**src/rtl/mod6_seq_monitor_if.sv**
```systemverilog
// Bundle of signals between the upstream counter side and the mod-6 sequence monitor.
// With MOD6_SEQ_MON_CAPTURE_EN defined it also carries the captured bad/expected values.
interface mod6_seq_monitor_if #(
  parameter int COUNT_W = 3,
  parameter int WRAP_W  = 8
);
  logic [COUNT_W-1:0] count;
  logic               clr;
  logic               locked;
  logic               wrap_pulse;
  logic [WRAP_W-1:0]  wrap_count;
  logic               wrap_ovf;
  logic               err;
  logic [1:0]         err_code;
`ifdef MOD6_SEQ_MON_CAPTURE_EN
  logic [COUNT_W-1:0] bad_value;
  logic [COUNT_W-1:0] exp_value;
`endif

`ifdef MOD6_SEQ_MON_CAPTURE_EN
  modport master (
    output count, clr,
    input  locked, wrap_pulse, wrap_count, wrap_ovf, err, err_code, bad_value, exp_value
  );
  modport slave (
    input  count, clr,
    output locked, wrap_pulse, wrap_count, wrap_ovf, err, err_code, bad_value, exp_value
  );
`else
  modport master (
    output count, clr,
    input  locked, wrap_pulse, wrap_count, wrap_ovf, err, err_code
  );
  modport slave (
    input  count, clr,
    output locked, wrap_pulse, wrap_count, wrap_ovf, err, err_code
  );
`endif
endinterface

```
**src/rtl/mod6_seq_monitor.sv**
```systemverilog
// Checks that an upstream mod-MOD counter steps 0..MOD-1 by one per cycle, counts wraps, flags errors.
// Optional macro MOD6_SEQ_MON_CAPTURE_EN adds capture of the offending and expected values.
module mod6_seq_monitor #(
  parameter int COUNT_W = 3,
  parameter int MOD     = 6,
  parameter int WRAP_W  = 8
) (
  input  logic                clk,
  input  logic                rst_n,
  mod6_seq_monitor_if.slave   bus
);

  typedef enum logic [1:0] {SYNC, TRACK, ERROR} state_t;

  localparam logic [COUNT_W-1:0] LAST = COUNT_W'(MOD - 1);

  localparam logic [1:0] CODE_NONE    = 2'b00;
  localparam logic [1:0] CODE_ILLEGAL = 2'b01;
  localparam logic [1:0] CODE_SKIP    = 2'b10;
  localparam logic [1:0] CODE_STALL   = 2'b11;

  state_t             state_q;
  logic [COUNT_W-1:0] prev_q;
  logic               locked_q;
  logic               wrapPulse_q;
  logic [WRAP_W-1:0]  wrapCount_q;
  logic               wrapOvf_q;
  logic               err_q;
  logic [1:0]         errCode_q;
`ifdef MOD6_SEQ_MON_CAPTURE_EN
  logic [COUNT_W-1:0] badValue_q;
  logic [COUNT_W-1:0] expValue_q;
`endif

  logic [COUNT_W-1:0] expected_d;
  logic               illegal_d;

  assign expected_d = (prev_q == LAST) ? '0 : prev_q + 1'b1;
  assign illegal_d  = (count_ext(bus.count) >= MOD);

  function automatic int count_ext(input logic [COUNT_W-1:0] v);
    return int'(v);
  endfunction

  // clr clears the accumulators unconditionally; a wrap in the same cycle still pulses but is not counted
  always_ff @(posedge clk or negedge rst_n) begin
    if (!rst_n) begin
      state_q     <= SYNC;
      prev_q      <= '0;
      locked_q    <= 1'b0;
      wrapPulse_q <= 1'b0;
      wrapCount_q <= '0;
      wrapOvf_q   <= 1'b0;
      err_q       <= 1'b0;
      errCode_q   <= CODE_NONE;
`ifdef MOD6_SEQ_MON_CAPTURE_EN
      badValue_q  <= '0;
      expValue_q  <= '0;
`endif
    end else begin
      wrapPulse_q <= 1'b0;
      if (bus.clr) begin
        wrapCount_q <= '0;
        wrapOvf_q   <= 1'b0;
      end
      case (state_q)
        SYNC: begin
          if (illegal_d) begin
            state_q   <= ERROR;
            locked_q  <= 1'b0;
            err_q     <= 1'b1;
            errCode_q <= CODE_ILLEGAL;
`ifdef MOD6_SEQ_MON_CAPTURE_EN
            badValue_q <= bus.count;
            expValue_q <= '0;
`endif
          end else begin
            state_q  <= TRACK;
            prev_q   <= bus.count;
            locked_q <= 1'b1;
          end
        end
        TRACK: begin
          if (illegal_d || bus.count != expected_d) begin
            state_q  <= ERROR;
            locked_q <= 1'b0;
            err_q    <= 1'b1;
            if (illegal_d)                 errCode_q <= CODE_ILLEGAL;
            else if (bus.count == prev_q)  errCode_q <= CODE_STALL;
            else                           errCode_q <= CODE_SKIP;
`ifdef MOD6_SEQ_MON_CAPTURE_EN
            badValue_q <= bus.count;
            expValue_q <= expected_d;
`endif
          end else begin
            prev_q <= bus.count;
            if (prev_q == LAST) begin
              wrapPulse_q <= 1'b1;
              if (!bus.clr) begin
                wrapCount_q <= wrapCount_q + 1'b1;
                if (&wrapCount_q) wrapOvf_q <= 1'b1;
              end
            end
          end
        end
        ERROR: begin
          if (bus.clr) begin
            state_q   <= SYNC;
            err_q     <= 1'b0;
            errCode_q <= CODE_NONE;
`ifdef MOD6_SEQ_MON_CAPTURE_EN
            badValue_q <= '0;
            expValue_q <= '0;
`endif
          end
        end
        default: state_q <= SYNC;
      endcase
    end
  end

  assign bus.locked     = locked_q;
  assign bus.wrap_pulse = wrapPulse_q;
  assign bus.wrap_count = wrapCount_q;
  assign bus.wrap_ovf   = wrapOvf_q;
  assign bus.err        = err_q;
  assign bus.err_code   = errCode_q;
`ifdef MOD6_SEQ_MON_CAPTURE_EN
  assign bus.bad_value  = badValue_q;
  assign bus.exp_value  = expValue_q;
`endif

endmodule

```
**src/flat_wrapper.sv**
```systemverilog
// flat-port wrapper written by rule: the top's interface ports become plain ports
module mod6_seq_monitor_flat 
#(
  parameter int COUNT_W = 3,
  parameter int MOD     = 6,
  parameter int WRAP_W  = 8
)
  (clk, rst_n, bus_count, bus_clr, bus_locked, bus_wrap_pulse, bus_wrap_count, bus_wrap_ovf, bus_err, bus_err_code);
  mod6_seq_monitor_if #(.COUNT_W(COUNT_W), .WRAP_W(WRAP_W)) bus_i ();
  input  logic clk;
  input  logic rst_n;
  input wire logic [$bits(bus_i.count)-1:0] bus_count;
  input wire logic [$bits(bus_i.clr)-1:0] bus_clr;
  output wire logic [$bits(bus_i.locked)-1:0] bus_locked;
  output wire logic [$bits(bus_i.wrap_pulse)-1:0] bus_wrap_pulse;
  output wire logic [$bits(bus_i.wrap_count)-1:0] bus_wrap_count;
  output wire logic [$bits(bus_i.wrap_ovf)-1:0] bus_wrap_ovf;
  output wire logic [$bits(bus_i.err)-1:0] bus_err;
  output wire logic [$bits(bus_i.err_code)-1:0] bus_err_code;
  assign bus_i.count = bus_count;
  assign bus_i.clr = bus_clr;
  assign bus_locked = bus_i.locked;
  assign bus_wrap_pulse = bus_i.wrap_pulse;
  assign bus_wrap_count = bus_i.wrap_count;
  assign bus_wrap_ovf = bus_i.wrap_ovf;
  assign bus_err = bus_i.err;
  assign bus_err_code = bus_i.err_code;
  mod6_seq_monitor #(.COUNT_W(COUNT_W), .MOD(MOD), .WRAP_W(WRAP_W)) u_core (.clk(clk), .rst_n(rst_n), .bus(bus_i));
endmodule
```
**config.mk**
```make
export PLATFORM = sky130hd
export DESIGN_NAME = mod6_seq_monitor_flat
export DESIGN_NICKNAME = d
export VERILOG_FILES = /design/src/rtl/mod6_seq_monitor_if.sv /design/src/rtl/mod6_seq_monitor.sv /design/src/flat_wrapper.sv
export SDC_FILE = /design/constraint.sdc
export NUM_CORES = 1
export LEC_CHECK = 0
export BUFFER_PORTS_ARGS = -buffer_cell sky130_fd_sc_hd__buf_2
export CORE_MARGIN = 1
export CORE_UTILIZATION = 30
export DETAILED_ROUTE_END_ITERATION = 8
export PLACE_DENSITY = 0.51
export SYNTH_ARGS = -nofsm -noshare
export SYNTH_HDL_FRONTEND = slang
export SYNTH_SLANG_ARGS = --single-unit
```
**constraint.sdc**
```tcl
create_clock -name clk -period 2.7 [get_ports clk]
set_input_delay 0.405 -clock clk [delete_from_list [all_inputs] [get_ports clk]]
set_output_delay 0.405 -clock clk [all_outputs]
set_load 0.005 [all_outputs]
```
# Word level (Yosys, flattened, before mapping)
# Index checks and enable logic that the tools add are counted.
classes:
  magnitude_cmp: 1
  add_sub_neg: 2
  eq_ne: 10
  n_reduce_logical: 9
  n_mux: 34
ops:
  columns: ["cell", "count"]
  rows:
  - ["8-bit 2-to-1 mux", 5]
  - ["1-bit 2-to-1 mux", 15]
  - ["2-bit 2-to-1 mux", 6]
  - ["2-bit case mux with 3 select lines", 2]
  - ["3-bit 2-to-1 mux", 3]
  - ["8-bit by 1-bit adder with 8-bit output (second input constant)", 1]
  - ["8-bit AND reduction", 1]
  - ["2-bit != test (second input constant)", 3]
  - ["3-bit case mux with 2 select lines", 1]
  - ["2-bit by 1-bit != test with 1-bit output (second input constant)", 2]
  - ["2-bit AND reduction", 2]
  - ["4-bit AND reduction", 1]
  - ["3-bit by 1-bit adder with 3-bit output (second input constant)", 1]
  - ["3-bit == test", 1]
  - ["3-bit == test (second input constant)", 1]
  - ["3-bit greater-or-equal comparator (second input constant)", 1]
  - ["3-bit != test", 1]
  - ["1-bit case mux with 3 select lines", 1]
  - ["3-bit AND reduction", 1]
  - ["3-bit nonzero test", 1]
  - ["2-bit by 1-bit == test with 1-bit output (second input constant)", 1]
  - ["2-bit == test (second input constant)", 1]
  - ["2-bit zero test", 1]
  - ["1-bit case mux with 2 select lines", 1]
  - ["2 further kinds", 2]
totals:
  inputBits: 6
  out_inout_bits: 14
  word_cells: 64
  ff_bits: 19

# Depth between registers and ports, before layout
# Gate-level depths: netlist (run 1).
logic_depth:
  word_depth: 6
  ltp_mapped: 8
  depth_no_buf: 7

# Least setup slack after synthesis (run 1)
# OpenSTA, ideal clock, no wires.
synth_timing:
  kind: "register to register"
  startpoint: "register u_core.state_q[1]"
  endpoint: "register u_core.wrapCount_q[4], in the netlist u_core.bus.wrap_count[4]"
  n_path_buf: 1
  arrival_ns: 1.857
  required_time_ns: 2.622
  path_stages_with_launch: 8
  setup_time_ns: 0.078
  period_less_slack_ns: 1.935
  slack_ns: 0.765
  path_cell_list: "dfrtp_1 > inv_1 > ha_1 > clkbuf_1 > nand3b_1 > o221a_1 > or4_1 > a21oi_1"
synth_between:
  elab_chain_len: 2
synth_lines:
  columns: ["element", "line", "rtl"]
  rows:
  - ["from (decl)", "mod6_seq_monitor.sv:22", "state_t state_q;"]
  - ["from (signal assigned)", "mod6_seq_monitor.sv:48", "state_q <= SYNC;"]
  - ["from (signal assigned)", "mod6_seq_monitor.sv:69", "state_q <= ERROR;"]
  - ["from (signal assigned)", "mod6_seq_monitor.sv:78", "state_q <= TRACK;"]
  - ["2-bit by 1-bit == test with 1-bit output", "mod6_seq_monitor.sv:66", "case (state_q)"]
  - ["8-bit 2-to-1 mux", "mod6_seq_monitor.sv:66", null]
  - ["to (signal assigned)", "mod6_seq_monitor.sv:100", "wrapCount_q <= wrapCount_q + 1'b1;"]
  - ["to (decl)", "mod6_seq_monitor.sv:26", "logic [WRAP_W-1:0] wrapCount_q;"]
# No other way between the ends.
# A chain may end at the register's enable or synchronous reset.

# Worst setup path after layout (run 1)
layout_timing:
  startpoint: "register u_core.prev_q[2]"
  endpoint: "register u_core.state_q[0]"
layout_between:
  elab_chain_len: 6
  elab_cells_between_ends: 7
  classes_between: "add/sub (1); eq/ne (3); mux (1); reduce/logical (2)"
layout_lines:
  columns: ["element", "line", "rtl"]
  rows:
  - ["from (decl)", "mod6_seq_monitor.sv:23", "logic [COUNT_W-1:0] prev_q;"]
  - ["from (signal assigned)", "mod6_seq_monitor.sv:79", "prev_q <= bus.count;"]
  - ["from (signal assigned)", "mod6_seq_monitor.sv:96", "prev_q <= bus.count;"]
  - ["3-bit by 1-bit adder with 3-bit output / 3-bit == test (equally long branches)", "mod6_seq_monitor.sv:38", "assign expected_d = (prev_q == LAST) ? '0 : prev_q + 1'b1;"]
  - ["3-bit 2-to-1 mux (*)", "mod6_seq_monitor.sv:38", null]
  - ["3-bit != test (*)", "mod6_seq_monitor.sv:84", "if (illegal_d || bus.count != expected_d) begin"]
  - ["1-bit logical OR (*)", "mod6_seq_monitor.sv:84", null]
  - ["2-bit by 1-bit != test with 1-bit output (no line) (*)", null, null]
  - ["2-bit AND reduction (no line) (*)", null, null]
  - ["to (signal assigned)", "mod6_seq_monitor.sv:78", null]
  - ["to (signal assigned)", "mod6_seq_monitor.sv:85", "state_q <= ERROR;"]
  - ["to (signal assigned)", "mod6_seq_monitor.sv:108", "state_q <= SYNC;"]
# Mark *: on every way between the ends. The rest lies on a longest branch, timed or not.

==> impl_results.md, run 1 <==
- Outcome: finished clean
- Crit path launch type: flip-flop
- Num rows: 22
- Total Power: about 0.0011 W
- Seq cells post-synth: 19
- Lkg Pwr: 0.606 nW
- Vias in the first global route: between 900 and 1,000
- Detailed Route Iter0 Violations: 72
- Buf/Inv on CP: 0
- Total global-route track usage: 14.3%
- Die area: 4380 um^2
- EDFF count, synth: 0
- Layout area overhead: 13.8%
- FILL cells: just under 400
- Post-CTS Resized: 0
- Total gr overflow: 0
- Final net count: 157
- Num ports: 20
- PortBufs: 19
- # clock sinks: 19
- Clock Skews: 7.11 ps
- Root buffer selected by CTS: clkbuf_8
- Syn Inst Count: ~130
- Hold Slack: 69.6 ps
- Largest stage delay, worst path: between 500 and 600 ps
- Syn Std Cell Area: 1240 um^2
- Largest net degree at the start of global routing: 20
- WP data required: approximately 2900 ps
- DRC viols: 0
- Cell Pwr Density: about 800 nW/um^2
- Worst path cell trace: and4bb_2 > nor2_1 > o221a_1 > and2_1 > mux2_2
- Final Setup Violations: 0
- Drt first pass iters: 4
- Post-route clock period utilization: 82.2%
- Fin util: a little under two fifths
- Via Count: ~1,100
- CTS tree: done
- Core Area: 3800 um^2
- Final setup TNS: 0 ps
- Ys Warns: 0
- First-pass GRT wire length: between 4000 and 5000 um
- Die W: about 66 um
- FF+latch area: about 480 um^2
- Total Routed Length: between 2000 and 3000 um
- Critical path arrival: approximately 2400 ps
- Min cycle time layout: about 2200 ps
- Vias per inst: between 5 and 6
- Slew HR: 65.1%
- Async set-or-reset flop fraction in the synthesized netlist: 100%
- Count of final hold-check violations: 0
- Yosys top cell area share: 38.5%
- CTS Buffer Depth: 2
- Cts hold-fix bufs: 0
- Fmax: around 450 MHz
- Worst VDD drop: 0.339 mV
- CTS buffer count: 3
- Least-Margin Pin Slew: approximately 520 ps
- Inserted Diodes: 0
- Sequential area share after synthesis: 38.5%
- Die Span Y: around 66 um
- GPL Wtd Cong: around 0.76
- H-tree depth: 1
- CP top delay family: simple AND/OR/NAND/NOR gates
- Worst Path Max Fanout: 16
- Synth area leaders: dfrtp_1 38%, mux2_2 5.5%, a21oi_1 4.5%, ha_1 4.0%, or4_1 3.6%
- Hold Crit Class: in2async
- Hpwl dp: ~2000 um
- Clk slew on worst S/H paths: 80 ps
- Setup crit end kind: flip-flop
- Clk_lat worst skew: 270 ps
- MaxCap Viol Count: 0
- Crit Path Class: reg2reg
- Critical path's slowest cell: dfrtp_1
- DR WL/cell: ~15 um
- Post-CTS Setup Inserts: 0
- Synth cell count leaders: 19 x dfrtp_1, 11 x a21oi_1, 10 x nand2_1
- Area of the multi-input gates: 704 um^2
- Syn_area_per_cell: around 9.4 um^2
- Ratio of cells with drive above 1 in the final layout: 24.0%
- Antenna violations before repair: 0
- Starting density of the core: between 30% and 40%
- Largest area contributor in the netlist: dfrtp_1
- Most frequent cell after synthesis: dfrtp_1
- Max Slew Vio Count: 0
- Antenna Nets Post-Route: 0
- Syn_nets: approximately 140
- Synth Flop Type: dfrtp_1
- RSZ-0062 raised after global routing: no
- Yosys cell types: 44
## worst reg2reg max path: stages, from the launching register on
cell      delay, ps
dfrtp_1         550
and4bb_2        300
nor2_1          170
o221a_1         530
and2_1          240
mux2_2          340
## cell type report
type,count,share of cell area (%)
Timing Repair Buffer,19,6.76
Tap cell,48,4.27
Multi-Input combinational cell,98,50.1
Sequential cell,19,33.8
Clock inverter,1,0.534
Clock buffer,3,2.94
Inverter,6,1.60
## cells by family (layout without fill, tap and decap cells)
| kind of cell | count (synthesis) | count (layout) | share of synthesized area [%] |
|---|---|---|---|
| AOI/OAI and AO/OA | 34 | 34 | 18.5 |
| DFF | 19 | 19 | 38.5 |
| and+or+nand+nor | 52 | 52 | 27.4 |
| muxes | 7 | 7 | 6.27 |
| adders and majority gates | 4 | 4 | 4.05 |
| xor gates and xnor gates | 1 | 1 | 0.709 |
| buffers and inverters | 14 | 29 | 4.55 |
## routing by layer
layer	global-route usage, %	vias up	wire length, um
li1	-	530	-
met3	4.31	2	95
met2	22.6	15	1270
met4	3.99	0	22
met1	18.9	503	1430
met5	0	-	0
## where the power goes
group	internal, W	switching [W]
Combinational	0.000238	0.000255
Sequential	0.000349	0.0000827
Clock	0.000104	0.000108
Total	0.000692	0.000446
## sequential cells by signal (all words and copies together), names as in the netlist
name	flops
u_core.bus.err	1
u_core.bus.err_code	2
u_core.bus.locked	1
u_core.bus.wrap_count	8
u_core.bus.wrap_ovf	1
u_core.bus.wrap_pulse	1
u_core.prev_q	3
u_core.state_q	2
## path summary, 6_finish.rpt
kind | end | startpoint | slack [ps] | cells after the start
hold reg to reg | u_core.bus.err$_DFFE_PN0P_ | u_core.bus.err$_DFFE_PN0P_ | 510 | 1
hold / removal | u_core.bus.wrap_count[1]$_DFF_PN0_ | rst_n | 70 | 1
setup reg to reg | u_core.state_q[0]$_DFFE_PN0P_ | u_core.prev_q[2]$_DFFE_PN0P_ | 480 | 5
setup / recovery | u_core.state_q[0]$_DFFE_PN0P_ | u_core.prev_q[2]$_DFFE_PN0P_ | 480 | 5
max in group asynchronous | u_core.bus.locked$_DFFE_PN0P_ | rst_n | 2320 | 1
min in group clk | u_core.bus.wrap_count[7]$_DFF_PN0_ | bus_clr | 420 | 2
## cell usage in the layout, fill, tap and decap left out, types with 4 or more instances in the layout
cell type  netlist  routed
ha_1             4       4
inv_1            6       6
nand2_1         10      10
nand3_1          4       4
o31ai_1          5       5
buf_2            3      19
or4_1            6       6
o21ai_0          4       4
a21oi_1         11      11
mux2_2           6       6
dfrtp_1         19      19
## per-stage QoR
stage	std cells	instance area [um^2]	setup slack, ps
4_1_cts	194	1410	455
3_5_place_dp	190	1360	400
6_report	194	1410	479
5_1_grt	194	1410	288
3_3_place_gp	190	1360	473
2_1_floorplan	131	1240	765
Note: power is estimated with default switching activity, not from simulation.
==> run 2, diff against run 1 <==
PLACE_DENSITY = 0.52   (was 0.51)
clock period = 1.9 ns   (was 2.7 ns; I/O delays follow)
==> impl_results.md, run 2 (same netlist as run 1, synthesis figures left out) <==
- Outcome: finished clean
- Antenna Nets Post-Route: 0 (unchanged)
- CP top delay family: simple AND/OR/NAND/NOR gates
- Total Power: 0.00228 W (+100%)
- Die W: 66.2 um (unchanged)
- Placed cells: 210 (+11%)
- PortBufs: 19 (unchanged)
- MaxCap Viol Count: 0 (unchanged)
- Setup crit end kind: flip-flop
- Antenna violations before repair: 0 (unchanged)
- Internal Power: 0.00142 W (+110%)
- Root buffer selected by CTS: clkbuf_8
- FILL cells: 357 (-9.8%)
- Num rows: 22 (unchanged)
- H-tree depth: 1 (unchanged)
- Layout area overhead: 51.4%
- Worst path cell trace: buf_6 > and4bb_2 > nor4b_4 > a211o_1 > o211a_1 > mux2_4
- Fin util: 49.3% (+12 points)
- Worst Path Max Fanout: 5 (-11)
- RSZ-0062 raised after global routing: yes
- Detailed Route Iter0 Violations: 29 (-60%)
- Clock Skews: 8.62 ps (+1.52 ps)
- Inserted Diodes: 0 (unchanged)
- Vias per inst: 5.29 (-2.3%)
- Total Routed Length: 3440 um (+22%)
- Buf/Inv on CP: 1 (+1)
- Clk_lat worst skew: 260 ps (about the same)
- Min cycle time layout: 1900 ps (-325 ps)
- DR WL/cell: 15.4 um (+5.7%)
- Finished Layout Cells: 224 (+15%)
- Post-route clock period utilization: 99.8% (+18 points)
- Clk slew on worst S/H paths: 80 ps (about the same)
- GPL Wtd Cong: 0.780 (+2.2%)
- Ratio of cells with drive above 1 in the final layout: 52.8% (+29 points)
- Least-Margin Pin Slew: 456 ps (-66.8 ps)
- Final setup TNS: 0 ps (unchanged)
- Crit Path Class: reg2reg
- Largest net degree at the start of global routing: 20 (unchanged)
- Vias in the first global route: 1,222 (+22%)
- CTS Buffer Depth: 2 (unchanged)
- Num ports: 20 (unchanged)
- CTS tree: done
- Critical path arrival: 2040 ps (-340 ps)
- Largest stage delay, worst path: 440 ps (-110 ps)
- Hold Crit Class: in2reg
- Final Setup Violations: 0 (unchanged)
- WP data required: 2040 ps (-820 ps)
- Fmax: 528 MHz (+17%)
- CTS buffer count: 3 (unchanged)
- Flop pwr share: 27.2% (-11 points)
- DRC viols: 0 (unchanged)
- Via Count: 1,184 (+13%)
- Hpwl dp: 2310 um (+14%)
- Count of final hold-check violations: 0 (unchanged)
- Crit path launch type: flip-flop
- Total gr overflow: 0 (unchanged)
- Drt first pass iters: 3 (-1)
- Max FFs per register: 8 (unchanged)
- Sw Share: 37.5% (-1.7 points)
- Lkg Pwr: 0.812 nW (+34%)
- Worst VDD drop: 0.718 mV (+110%)
- Clk network pwr share: 13.0% (-5.7 points)
- Gate power share: 59.8% (+16 points)
- Final net count: 187 (+19%)
- Slew HR: 69.6% (+4.6 points)
- Die area: 4380 um^2 (unchanged)
- Max Slew Vio Count: 0 (unchanged)
- Cell Pwr Density: 1220 nW/um^2 (+50%)
- Starting density of the core: 32.5% (unchanged)
- # clock sinks: 19 (unchanged)
- Total global-route track usage: 17.0% (+2.7 points)
- Die Span Y: 66.2 um (unchanged)
- Core Area: 3800 um^2 (unchanged)
- Most common cell after layout, fill and taps aside: buf_4
- First-pass GRT wire length: 5670 um (+21%)
- Most frequent cells in the layout: 25 x buf_4, 19 x buf_2, 16 x dfrtp_1, 10 x nand2_1
- Psw: 0.000854 W (+92%)
- Critical path's slowest cell: dfrtp_2
[run 2: power groups by stage]
stage | combinational (W) | sequential [W] | clock [W]
2_1_floorplan | 0.000573 | 0.000574 | 0
3_3_place_gp | 0.000954 | 0.000586 | 0
3_5_place_dp | 0.000968 | 0.000602 | 0
4_1_cts | 0.00105 | 0.000596 | 0.000307
5_1_grt | 0.00149 | 0.000637 | 0.000320
6_report | 0.00136 | 0.000620 | 0.000297
[run 2: final timing paths]
| kind | to | from | depth (start not counted) | slack [ps] |
|---|---|---|---|---|
| min reg2reg | u_core.bus.wrap_ovf$_DFF_PN0_ | u_core.bus.wrap_ovf$_DFF_PN0_ | 1 | 500 |
| max reg2reg | u_core.bus.err_code[1]$_DFFE_PN0P_ | u_core.prev_q[1]$_DFFE_PN0P_ | 6 | 4 |
| min in group asynchronous | u_core.state_q[0]$_DFFE_PN0P_ | rst_n | 2 | 500 |
| max | u_core.bus.err_code[1]$_DFFE_PN0P_ | u_core.prev_q[1]$_DFFE_PN0P_ | 6 | 4 |
| max in group asynchronous | u_core.prev_q[1]$_DFFE_PN0P_ | rst_n | 2 | 1060 |
| min | u_core.bus.wrap_count[5]$_DFF_PN0_ | bus_clr | 2 | 330 |
[run 2: area by class of cell]
class	count	area [um^2]	share of cell area, %
Multi-Input combinational cell	99	930	49.7
Timing Repair Buffer	48	335	17.9
Clock buffer	4	45.0	2.41
Sequential cell	19	479	25.6
Tap cell	48	60.1	3.21
Inverter	6	22.5	1.20
[run 2: timing repair]
| action | 4_1_cts | 5_1_grt |
|---|---|---|
| setup buffers | 2 | 6 |
| pin swaps | 8 | 21 |
| gates cloned | 1 | 0 |
| resized for setup | 11 | 39 |
| endpoints found under the hold margin | 19 | 0 |
| endpoints found under the setup margin | 13 | 15 |
| hold buffers | 1 | 0 |
[run 2: metrics by stage]
| step | setup slack [ps] | hold WS, ps | instance area (um^2) |
|---|---|---|---|
| after global routing | -57.6 | 331 | 1870 |
| after global placement | -53.6 | 255 | 1520 |
| after detailed placement | -129 | 258 | 1520 |
| final | 4.32 | 325 | 1870 |
| after CTS | -40.5 | 294 | 1640 |
| after floorplan | 53.7 | -10.6 | 1240 |
[run 2: per-layer routing]
layer / share of wire (%) / global-route usage (%) / wire length (um)
met1: 50 / 22.4 / 1710
met2: 48 / 27.4 / 1640
met3: 2.0 / 3.62 / 68
met4: 0.58 / 5.85 / 20
met5: 0 / 0 / 0
==> run 3, diff against run 2 <==
BUFFER_PORTS_ARGS = unset   (was -buffer_cell sky130_fd_sc_hd__buf_2)
DONT_BUFFER_PORTS = 1   (was unset)
PLACE_DENSITY = 0.48   (was 0.52)
==> impl_results.md, run 3 (same netlist as run 1, synthesis figures left out) <==
- RSZ-0062 raised after global routing: yes
- Cell Pwr Density: 1210 nW/um^2 (-0.74%)
- Hold_sp: bus_clr
- Die Span Y: 66.2 um (unchanged)
- Critical R2R Launch: u_core.prev_q[0]$_DFFE_PN0P_
- Outcome: finished clean
- Total global-route track usage: 15.5% (-1.5 points)
- Setup slack after layout: 57.2 ps (+52.9 ps)
- DRC viols: 0 (unchanged)
- Setup crit end kind: flip-flop
- Ratio of cells with drive above 1 in the final layout: 34.9% (-18 points)
- Worst VDD drop: 0.583 mV (-19%)
- Worst Path Max Fanout: 7 (+2)
- Least-Margin Pin Slew: 943 ps (+487 ps)
- Die W: 66.2 um (unchanged)
- Max FFs per register: 8 (unchanged)
- Slew HR: 36.9% (-33 points)
- Detailed Route Iter0 Violations: 45 (+55%)
- Total gr overflow: 0 (unchanged)
- Placed cells: 185 (-12%)
- Worst reg2reg setup slack: 60 ps (+50 ps)
- Lkg Pwr: 0.621 nW (-23%)
- Worst Reg-to-Reg Cells: 7 (+1)
- Antenna Nets Post-Route: 0 (unchanged)
- Clock Skews: 1.51 ps (-7.11 ps)
- # clock sinks: 19 (unchanged)
- Critical path arrival: 2000 ps (-40 ps)
- Min cycle time layout: 1840 ps (-52.9 ps)
- GPL Wtd Cong: 0.722 (-7.4%)
- Hpwl dp: 2060 um (-11%)
- WP data required: 2050 ps (about the same)
- WHS Endpoint: u_core.bus.wrap_count[4]$_DFF_PN0_
- Worst r2r dst: u_core.prev_q[1]$_DFFE_PN0P_
- Vias in the first global route: 1,069 (-13%)
- Worst slack at placement: -109 ps (+19.6 ps)
- FF+latch area: 478 um^2 (-0.26%)
- Core Area: 3800 um^2 (unchanged)
- Fmax: 543 MHz (+2.9%)
- Drt first pass iters: 4 (+1)
- Num rows: 22 (unchanged)
- Count of final hold-check violations: 0 (unchanged)
- Final Setup Violations: 0 (unchanged)
- Hold Slack: 63.1 ps (-262 ps)
- Num ports: 20 (unchanged)
- Die area: 4380 um^2 (unchanged)
- Starting density of the core: 32.5% (unchanged)
- CTS tree: done
- MaxCap Viol Count: 0 (unchanged)
- FILL cells: 379 (+6.2%)
- Crit path launch type: flip-flop
- Hold Crit Class: in2reg
- Clk_lat worst skew: 260 ps (about the same)
- Post-route clock period utilization: 97.0% (-2.8 points)
- Area of the multi-input gates: 806 um^2 (-13%)
- Finished Layout Cells: 194 (-13%)
- Inserted Diodes: 0 (unchanged)
- Layout area overhead: 25.7%
- Root buffer selected by CTS: clkbuf_8
- Vias per inst: 5.62 (+6.4%)
- H-tree depth: 1 (unchanged)
- Antenna violations before repair: 0 (unchanged)
- PortBufs: 0 (-19)
- Clk slew on worst S/H paths: 80 ps (about the same)
- Via Count: 1,091 (-7.9%)
- Total Routed Length: 3140 um (-8.7%)
- CTS Buffer Depth: 2 (unchanged)
- DR WL/cell: 16.2 um (+5.4%)
- Max Slew Vio Count: 0 (unchanged)
- Most common cell after layout, fill and taps aside: dfrtp_1
- Most frequent cells in the layout: 17 x dfrtp_1, 16 x buf_4, 10 x nand2_1, 9 x a21oi_1
- First-pass GRT wire length: 5090 um (-10%)
- Hold path depth: 1 (-1)
- Fin util: 40.9% (-8.4 points)
- CTS buffer count: 3 (unchanged)
- Final net count: 157 (-16%)
- Crit Path Class: reg2reg
- Largest net degree at the start of global routing: 20 (unchanged)
-- run 3: changes by cell type in the layout (fill, tap and decap cells not counted), sizes merged --
| cell | before | now |
|---|---|---|
| buf | 47 | 17 |
| clkbuf | 4 | 3 |
| clkinv | 0 | 1 |
-- run 3: worst max path at each step --
stage	start	to	slack, ps	cells after the start
floorplan	u_core.state_q[1]$_DFFE_PN0P_	u_core.bus.wrap_count[4]$_DFF_PN0_	50	7
global route	u_core.prev_q[1]$_DFFE_PN0P_	u_core.bus.wrap_count[4]$_DFF_PN0_	-40	6
CTS	u_core.prev_q[0]$_DFFE_PN0P_	u_core.bus.err_code[0]$_DFFE_PN0P_	-20	5
detailed placement	u_core.prev_q[0]$_DFFE_PN0P_	u_core.state_q[0]$_DFFE_PN0P_	-110	5
finish	u_core.prev_q[0]$_DFFE_PN0P_	u_core.prev_q[1]$_DFFE_PN0P_	60	7
global placement	u_core.prev_q[1]$_DFFE_PN0P_	u_core.bus.wrap_count[4]$_DFF_PN0_	-50	5
-- run 3: final cells by class --
| type | count | share of cell area, % |
|---|---|---|
| inverters | 6 | 1.45 |
| multi-input cells | 99 | 51.9 |
| clock buffers | 3 | 2.66 |
| clock inverters | 1 | 0.322 |
| flip-flops and latches | 19 | 30.8 |
| repair buffers | 18 | 9.10 |
| well taps | 48 | 3.86 |
-- run 3: stage by stage --
stage	instance area, um^2	total power [W]	TNS [ps]
2_1_floorplan	1240	0.00115	0
3_3_place_gp	1370	0.00144	-257
3_5_place_dp	1370	0.00145	-616
4_1_cts	1450	0.00181	-43.9
5_1_grt	1550	0.00203	-112
6_report	1550	0.00188	0
-- run 3: what timing repair did --
item / CTS / global route
gates cloned: 1 / 0
gates resized for setup: 4 / 18
buffers inserted: 1 / 2
setup endpoints to repair: 11 / 15
hold buffers: 1 / 0
hold endpoints to repair: 19 / 0
pin swaps: 2 / 15
-- run 3: where the power goes --
group	switching (W)	total, W	internal (W)
Sequential	0.0000991	0.000600	0.000501
Combinational	0.000451	0.000974	0.000523
Clock	0.000156	0.000303	0.000146
Total	0.000706	0.00188	0.00117
-- run 3: per-layer routing --
metal | track usage [%] | routed length, um
met5 | 0 | 0
met4 | 7.18 | 53
met3 | 4.31 | 159
met2 | 23.6 | 1470
met1 | 20.3 | 1460
-- run 3: critical path: stages (launching register included) --
cell	delay (ps)
dfrtp_2	450
and4bb_1	230
a22oi_2	260
buf_4	160
a21oi_1	60
o21ai_1	110
buf_4	130
mux2_2	330
